[config.mk]
export PLATFORM = sky130hd
export DESIGN_NAME = sprite_scheduler
export DESIGN_NICKNAME = d
export VERILOG_FILES = /design/src/rtl/screensaver_pkg.sv /design/src/rtl/sprite_physics.sv /design/src/rtl/sprite_scheduler.sv
export SDC_FILE = /design/constraint.sdc
export NUM_CORES = 1
export LEC_CHECK = 0
export CAP_MARGIN = 30
export CORE_MARGIN = 3
export CORE_UTILIZATION = 35
export CTS_CLUSTER_DIAMETER = 150
export DETAILED_ROUTE_END_ITERATION = 16
export PLACE_DENSITY_LB_ADDON = 0.08
export SLEW_MARGIN = 25
export SYNTH_ARGS = -nofsm -noshare
export SYNTH_HDL_FRONTEND = slang
export SYNTH_SLANG_ARGS = --single-unit
[constraint.sdc]
create_clock -name clk -period 3 [get_ports clk]
set_input_delay 0.6 -clock clk [delete_from_list [all_inputs] [get_ports clk]]
set_output_delay 0.6 -clock clk [all_outputs]
set_load 0.01 [all_outputs]
[src/rtl/screensaver_pkg.sv]
// Shared types for the sprite scheduler.
//   sprite_t    : per-box state (position, velocity, colour)
//   state_t     : physics sweep FSM states
//   MAX_X/MAX_Y : default bounce limits for a 640x480 screen with 100x100 boxes
//   sprite_init : power-on state of box i
package screensaver_pkg;

  localparam int MAX_X = 640 - 100;
  localparam int MAX_Y = 480 - 100;

  typedef struct packed {
    logic signed [10:0] x;
    logic signed [9:0]  y;
    logic signed [10:0] xv;
    logic signed [9:0]  yv;
    logic [2:0]         color;
  } sprite_t;

  typedef enum logic [1:0] {
    S_IDLE  = 2'd0,
    S_READ  = 2'd1,
    S_WRITE = 2'd2
  } state_t;

  // Boxes start on a diagonal, alternating horizontal direction.
  function automatic sprite_t sprite_init(input int i);
    sprite_t s;
    s.x     = 11'(50 + 120 * i);
    s.y     = 10'(50 + 60 * i);
    s.xv    = (i % 2 == 1) ? -11'sd2 : 11'sd2;
    s.yv    = 10'sd1;
    s.color = 3'((i % 7) + 1);
    return s;
  endfunction

endpackage

[src/rtl/sprite_physics.sv]
// Combinational bounce update for one box.
//   s_i : current sprite state
//   s_o : state after one step; position clamped to [0, limit] with the
//         velocity component reversed on contact, colour advanced on any bounce
module sprite_physics
  import screensaver_pkg::*;
#(
  parameter int X_LIMIT = MAX_X,
  parameter int Y_LIMIT = MAX_Y
) (
  input  sprite_t s_i,
  output sprite_t s_o
);

  // One extra bit so the trial position cannot wrap.
  logic signed [11:0] tx;
  logic signed [10:0] ty;
  logic               bx;
  logic               by;

  always_comb begin
    tx  = 12'(s_i.x) + 12'(s_i.xv);
    ty  = 11'(s_i.y) + 11'(s_i.yv);
    s_o = s_i;
    bx  = 1'b0;
    by  = 1'b0;

    if (tx < 0) begin
      s_o.x  = '0;
      s_o.xv = -s_i.xv;
      bx     = 1'b1;
    end else if (tx > 12'(X_LIMIT)) begin
      s_o.x  = 11'(X_LIMIT);
      s_o.xv = -s_i.xv;
      bx     = 1'b1;
    end else begin
      s_o.x  = tx[10:0];
    end

    if (ty < 0) begin
      s_o.y  = '0;
      s_o.yv = -s_i.yv;
      by     = 1'b1;
    end else if (ty > 11'(Y_LIMIT)) begin
      s_o.y  = 10'(Y_LIMIT);
      s_o.yv = -s_i.yv;
      by     = 1'b1;
    end else begin
      s_o.y  = ty[9:0];
    end

    // Colour cycles 1..7 and never becomes 0 (black box).
    if (bx || by) begin
      s_o.color = (s_i.color == 3'd7) ? 3'd1 : s_i.color + 3'd1;
    end
  end

endmodule

[src/rtl/sprite_scheduler.sv]
// Time-multiplexes one sprite_physics unit over NUM_SPRITES boxes once per
// frame and arbitrates pixel ownership for rendering.
//   clk             : pixel clock
//   rst             : asynchronous reset, active-low
//   frame           : frame counter; any change requests a physics sweep
//   position_x_next : pixel x of the next cycle
//   position_y_next : pixel y of the next cycle
//   r, g, b         : registered pixel colour (1-cycle latency)
//   busy            : physics sweep in progress
//   update_done     : one-cycle pulse after each sweep is committed
//   overrun         : sticky, frame advanced while a sweep was running
// The physics writes a working copy; the renderer reads only the committed
// copy, refreshed atomically at the end of each sweep.
module sprite_scheduler
  import screensaver_pkg::*;
#(
  parameter int NUM_SPRITES   = 4,
  parameter int SCREEN_WIDTH  = 640,
  parameter int SCREEN_HEIGHT = 480,
  parameter int BOX_WIDTH     = 100,
  parameter int BOX_HEIGHT    = 100
) (
  input  logic        clk,
  input  logic        rst,
  input  logic [31:0] frame,
  input  logic [9:0]  position_x_next,
  input  logic [8:0]  position_y_next,
  output logic [3:0]  r,
  output logic [3:0]  g,
  output logic [3:0]  b,
  output logic        busy,
  output logic        update_done,
  output logic        overrun
);

  localparam int IW = (NUM_SPRITES > 1) ? $clog2(NUM_SPRITES) : 1;
  localparam logic [IW-1:0] LAST = IW'(NUM_SPRITES - 1);

  state_t        state_q;
  logic [IW-1:0] idx_q;
  logic          pending_q;
  logic          primed_q;
  logic [31:0]   frame_prev_q;
  logic          update_done_q;
  logic          overrun_q;
  sprite_t       phys_in_q;
  sprite_t       phys_out;
  sprite_t       work_q [NUM_SPRITES];
  sprite_t       comm_q [NUM_SPRITES];
  logic [11:0]   rgb_d;
  logic [11:0]   rgb_q;
  logic          frame_chg;

  sprite_physics #(
    .X_LIMIT(SCREEN_WIDTH - BOX_WIDTH),
    .Y_LIMIT(SCREEN_HEIGHT - BOX_HEIGHT)
  ) u_physics (
    .s_i(phys_in_q),
    .s_o(phys_out)
  );

  assign frame_chg = (frame != frame_prev_q);

  always_ff @(posedge clk or negedge rst) begin
    if (!rst) begin
      state_q       <= S_IDLE;
      idx_q         <= '0;
      pending_q     <= 1'b0;
      primed_q      <= 1'b0;
      frame_prev_q  <= '0;
      update_done_q <= 1'b0;
      overrun_q     <= 1'b0;
      phys_in_q     <= '0;
      for (int i = 0; i < NUM_SPRITES; i++) begin
        work_q[i] <= sprite_init(i);
        comm_q[i] <= sprite_init(i);
      end
    end else begin
      update_done_q <= 1'b0;
      if (!primed_q) begin
        // Capture the current frame so the first observed value is not a trigger.
        primed_q     <= 1'b1;
        frame_prev_q <= frame;
      end else begin
        // Frame changes during a sweep collapse into a single follow-up sweep.
        if (state_q != S_IDLE && frame_chg) begin
          frame_prev_q <= frame;
          pending_q    <= 1'b1;
          overrun_q    <= 1'b1;
        end
        case (state_q)
          S_IDLE: begin
            if (frame_chg) begin
              frame_prev_q <= frame;
              idx_q        <= '0;
              state_q      <= S_READ;
            end
          end
          S_READ: begin
            phys_in_q <= work_q[idx_q];
            state_q   <= S_WRITE;
          end
          S_WRITE: begin
            work_q[idx_q] <= phys_out;
            if (idx_q == LAST) begin
              // Commit includes the box being written this cycle.
              for (int i = 0; i < NUM_SPRITES; i++) begin
                comm_q[i] <= work_q[i];
              end
              comm_q[LAST]  <= phys_out;
              update_done_q <= 1'b1;
              idx_q         <= '0;
              // A change seen on this very cycle must not be dropped.
              if (pending_q || frame_chg) begin
                pending_q <= 1'b0;
                state_q   <= S_READ;
              end else begin
                state_q   <= S_IDLE;
              end
            end else begin
              idx_q   <= idx_q + IW'(1);
              state_q <= S_READ;
            end
          end
          default: state_q <= S_IDLE;
        endcase
      end
    end
  end

  function automatic logic in_box(input sprite_t s, input logic [9:0] px,
                                  input logic [8:0] py);
    logic signed [12:0] sx;
    logic signed [12:0] sy;
    logic signed [12:0] pxs;
    logic signed [12:0] pys;
    sx  = 13'(s.x);
    sy  = 13'(s.y);
    pxs = $signed({3'b000, px});
    pys = $signed({4'b0000, py});
    return (sx <= pxs) && (pxs < sx + 13'(BOX_WIDTH)) &&
           (sy <= pys) && (pys < sy + 13'(BOX_HEIGHT));
  endfunction

  // Scan from the top index down so the lowest-index hit wins.
  always_comb begin
    rgb_d = 12'h111;
    for (int i = NUM_SPRITES - 1; i >= 0; i--) begin
      if (in_box(comm_q[i], position_x_next, position_y_next)) begin
        rgb_d = {{4{comm_q[i].color[0]}}, {4{comm_q[i].color[1]}},
                 {4{comm_q[i].color[2]}}};
      end
    end
  end

  always_ff @(posedge clk or negedge rst) begin
    if (!rst) begin
      rgb_q <= '0;
    end else begin
      rgb_q <= rgb_d;
    end
  end

  assign r           = rgb_q[11:8];
  assign g           = rgb_q[7:4];
  assign b           = rgb_q[3:0];
  assign busy        = (state_q != S_IDLE);
  assign update_done = update_done_q;
  assign overrun     = overrun_q;

endmodule
==> results by group <==
STA
  • Number of setup violations in the final report: between 40 and 50
  • Measured slew at the worst slew-check pin: about 0.82 ns
  • Hold Violations, Final: 0
  • Hold slack: approximately 0.072 ns
  • Minimum clock period: about 3.2 ns
  • Rel. slew slack: 44.3%
  • Setup Skew: 0.0250 ns
  • Slew Limit Fails: 0
  • Final setup margin: -0.172 ns
  • Final Cycle Share: 106%
  • Unrepaired setup endpoints after global routing: true
  • Fmax: 0.315 GHz

Global routing
  • Total track usage: about a fifth
  • First-pass GRT wire length: 91300 um
  • Congestion Overflow GR: 0
  • Largest net degree at the start of global routing: about 100
  • Initial antenna violation count: 0
  • Vias in the first global route: about 16000

Worst setup path
  • Req. time, crit path: 3.45 ns
  • Crit. End Element: register
  • WP data arrival: approximately 3.6 ns
  • Crit path max fanout: 5
  • Kind of start point of the critical path: register
  • Critical path start-end classification: reg2reg

Run
  • Max_cap viols: 0

Clocking
  • Worst-Skew Late Latency: ~0.57 ns
  • CTS Buf Count: 44
  • H-tree depth: 2
  • Clk buf depth: 3
  • Worst-path clk slew: about 0.06 ns
  • CTS tree: yes
  • Root buf cell: clkbuf_16
  • Sink Count: around 370

Cells and area
  • N_diodes: 0
  • Filler cell count: 5561
  • Final #Nets: approximately 2500
  • Commonest non-fill, non-tap cell in the layout: nand2_1
  • Fin util: around 45%
  • Most frequent cells in the layout: nand2_1, dfrtp_1, buf_4
  • Final instance area: roughly 26000 um2
  • Non-Filler Instances: approximately 3100
  • Area growth syn-to-layout: 27.6%
  • Share of layout cells above drive strength 1: approximately 29%

Power and ir drop
  • Pwr Total: approximately 12 mW
  • Leakage: 11.9 nW
  • Pwr/cell area: roughly 440 nW/um2
  • Peak supply drop: 0.000434 V

Outcome
  • Failing checks: negative setup slack
  • Outcome: finished, violations left

Yosys
  • Synth unique cells: between 70 and 80
  • Primary FF master, synth: dfrtp_1
  • Synth async-reset ratio: 100%
  • Cells after Synth: 2030
  • Area leader, netlist: dfrtp_1
  • Syn Std Cell Area: 20500 um2
  • Top cells by area, synth: dfrtp_1, dfstp_2, ha_1
  • Seq/Total Area, Yosys: between 40% and 50%
  • EDFF count, synth: 0
  • Syn Nets: 2274
  • Share of the synthesized area in the top cell type: approximately a third
  • Synth warn: 0
  • Syn avg cell area: about 10 um2
  • Seq cells post-synth: roughly 370

Placed design
  • Placed cells: slightly below 3000
  • Post-DP HPWL: between 40000 and 50000 um
  • Area after DPL: about 24000 um2
  • Final GP Congestion: slightly below 0.9
  • PortBufs: 67

Die
  • Ports: 68
  • Core box area: a little under 60000 um2
  • FP Rows: 88
  • Die ar.: 61600 um2
  • Die Y: 248 um
  • Initial cell density of the core: between 30% and 40%
  • Die W: around 250 um

Detailed routing
  • Post-route ant nets: 0
  • Iteration count of the initial detailed-routing pass: 5
  • Vias per cell: 5.01
  • DR iter-0 viols: slightly below 800
  • Avg WL per Cell: roughly 19 um
  • Via count: approximately 15000
  • Residual DRC: 0
  • Final WL: ~57000 um

Worst hold path
  • Worst hold path class: in2async
## layer usage
metal	vias up	track usage (%)	part of all wire [%]
li1	7553	-	-
met1	7573	27.2	48
met2	215	30.6	46
met3	79	2.10	3.1
met4	0	5.99	2.7
met5	-	0	0
## final timing paths
path | from | to | slack, ns | cells past startpoint
max | phys_in_q[3] | work_q[1] | -0.17 | 12
min | rst | comm_q[118] | 0.07 | 1
max reg2reg | phys_in_q[3] | work_q[1] | -0.17 | 12
min reg2reg | work_q[135] | comm_q[135] | 0.46 | 2
max in group asynchronous | rst | comm_q[38] | 2.00 | 2
min in group clk | work_q[135] | comm_q[135] | 0.46 | 2
## report_power, final
part / total [mW] / internal [mW] / switching (mW)
clock network: 5.38 / 3.22 / 2.16
logic: 1.17 / 0.511 / 0.654
registers: 5.06 / 5.02 / 0.0349
total: 11.6 / 8.76 / 2.85
## through the flow
| step | setup WS [ns] | setup TNS, ns |
|---|---|---|
| floorplan | -0.00555 | -0.0165 |
| global placement | -0.736 | -18.50 |
| detailed placement | -0.761 | -16.55 |
| CTS | -0.163 | -5.91 |
| global route | -0.292 | -13.79 |
| finish | -0.172 | -3.89 |
## cells by family (layout without fill, tap and decap cells)
kind of cell / Yosys count / count (layout) / share of synthesized area [%]
other: 1 / 1 / 0.0183
adders and majority gates: 191 / 191 / 11.7
AOI/OAI and AO/OA: 426 / 426 / 12.8
and+or+nand+nor: 636 / 636 / 13.6
buffers and inverters: 196 / 478 / 3.73
DFF: 367 / 367 / 45.3
muxes: 102 / 102 / 8.04
xor gates and xnor gates: 111 / 111 / 4.77
## final cells by class
cell class | instances | area, um2 | share of cell area, %
clock buffers | 68 | 1320 | 5.04
clock inverters | 14 | 159 | 0.606
inverters | 83 | 313 | 1.19
multi-input cells | 1467 | 11400 | 43.4
flip-flops and latches | 367 | 9320 | 35.5
well taps | 765 | 957 | 3.65
repair buffers | 313 | 2760 | 10.5
## critical path: stages, from the launching register on
cell	delay, ns
dfrtp_1	0.40
ha_2	0.21
fa_2	0.34
a211o_1	0.30
a211o_1	0.30
a211o_1	0.31
a21o_1	0.21
o211ai_4	0.10
nand3_4	0.14
nor2_4	0.27
mux2i_2	0.24
buf_4	0.17
a21oi_2	0.06
## flip-flops by register name, indices dropped and copies added (netlist names), named ones only
name,count
work_q,180
comm_q,96
phys_in_q,45
rgb_q,6
idx_q,2
state_q,2
overrun,1
pending_q,1
primed_q,1
update_done,1
## what timing repair did
item	in CTS	in global routing
hold buffers	0	0
pin swaps	34	33
buffers inserted	19	16
setup endpoints to repair	129	187
resized for setup	98	144
## synth_stat cells, types with 5 or more instances
master / number
a2111oi_0: 5
a211o_1: 8
a211oi_1: 8
a21o_1: 28
a21oi_1: 59
a22o_1: 7
a31oi_1: 11
and2_1: 8
buf_1: 8
buf_4: 6
clkbuf_1: 98
dfrtp_1: 267
dfstp_2: 100
ha_1: 189
inv_1: 83
mux2_2: 54
mux4_2: 45
nand2_1: 417
nand2b_1: 22
nand3_1: 33
nand4_1: 26
nor2_1: 55
nor2b_1: 16
nor3_1: 17
nor3b_1: 8
o211ai_1: 10
o21a_1: 16
o21ai_0: 205
o21ai_1: 16
o31ai_1: 14
xnor2_1: 74
xor2_1: 36
No activity file was read; power rests on OpenSTA's default activity.
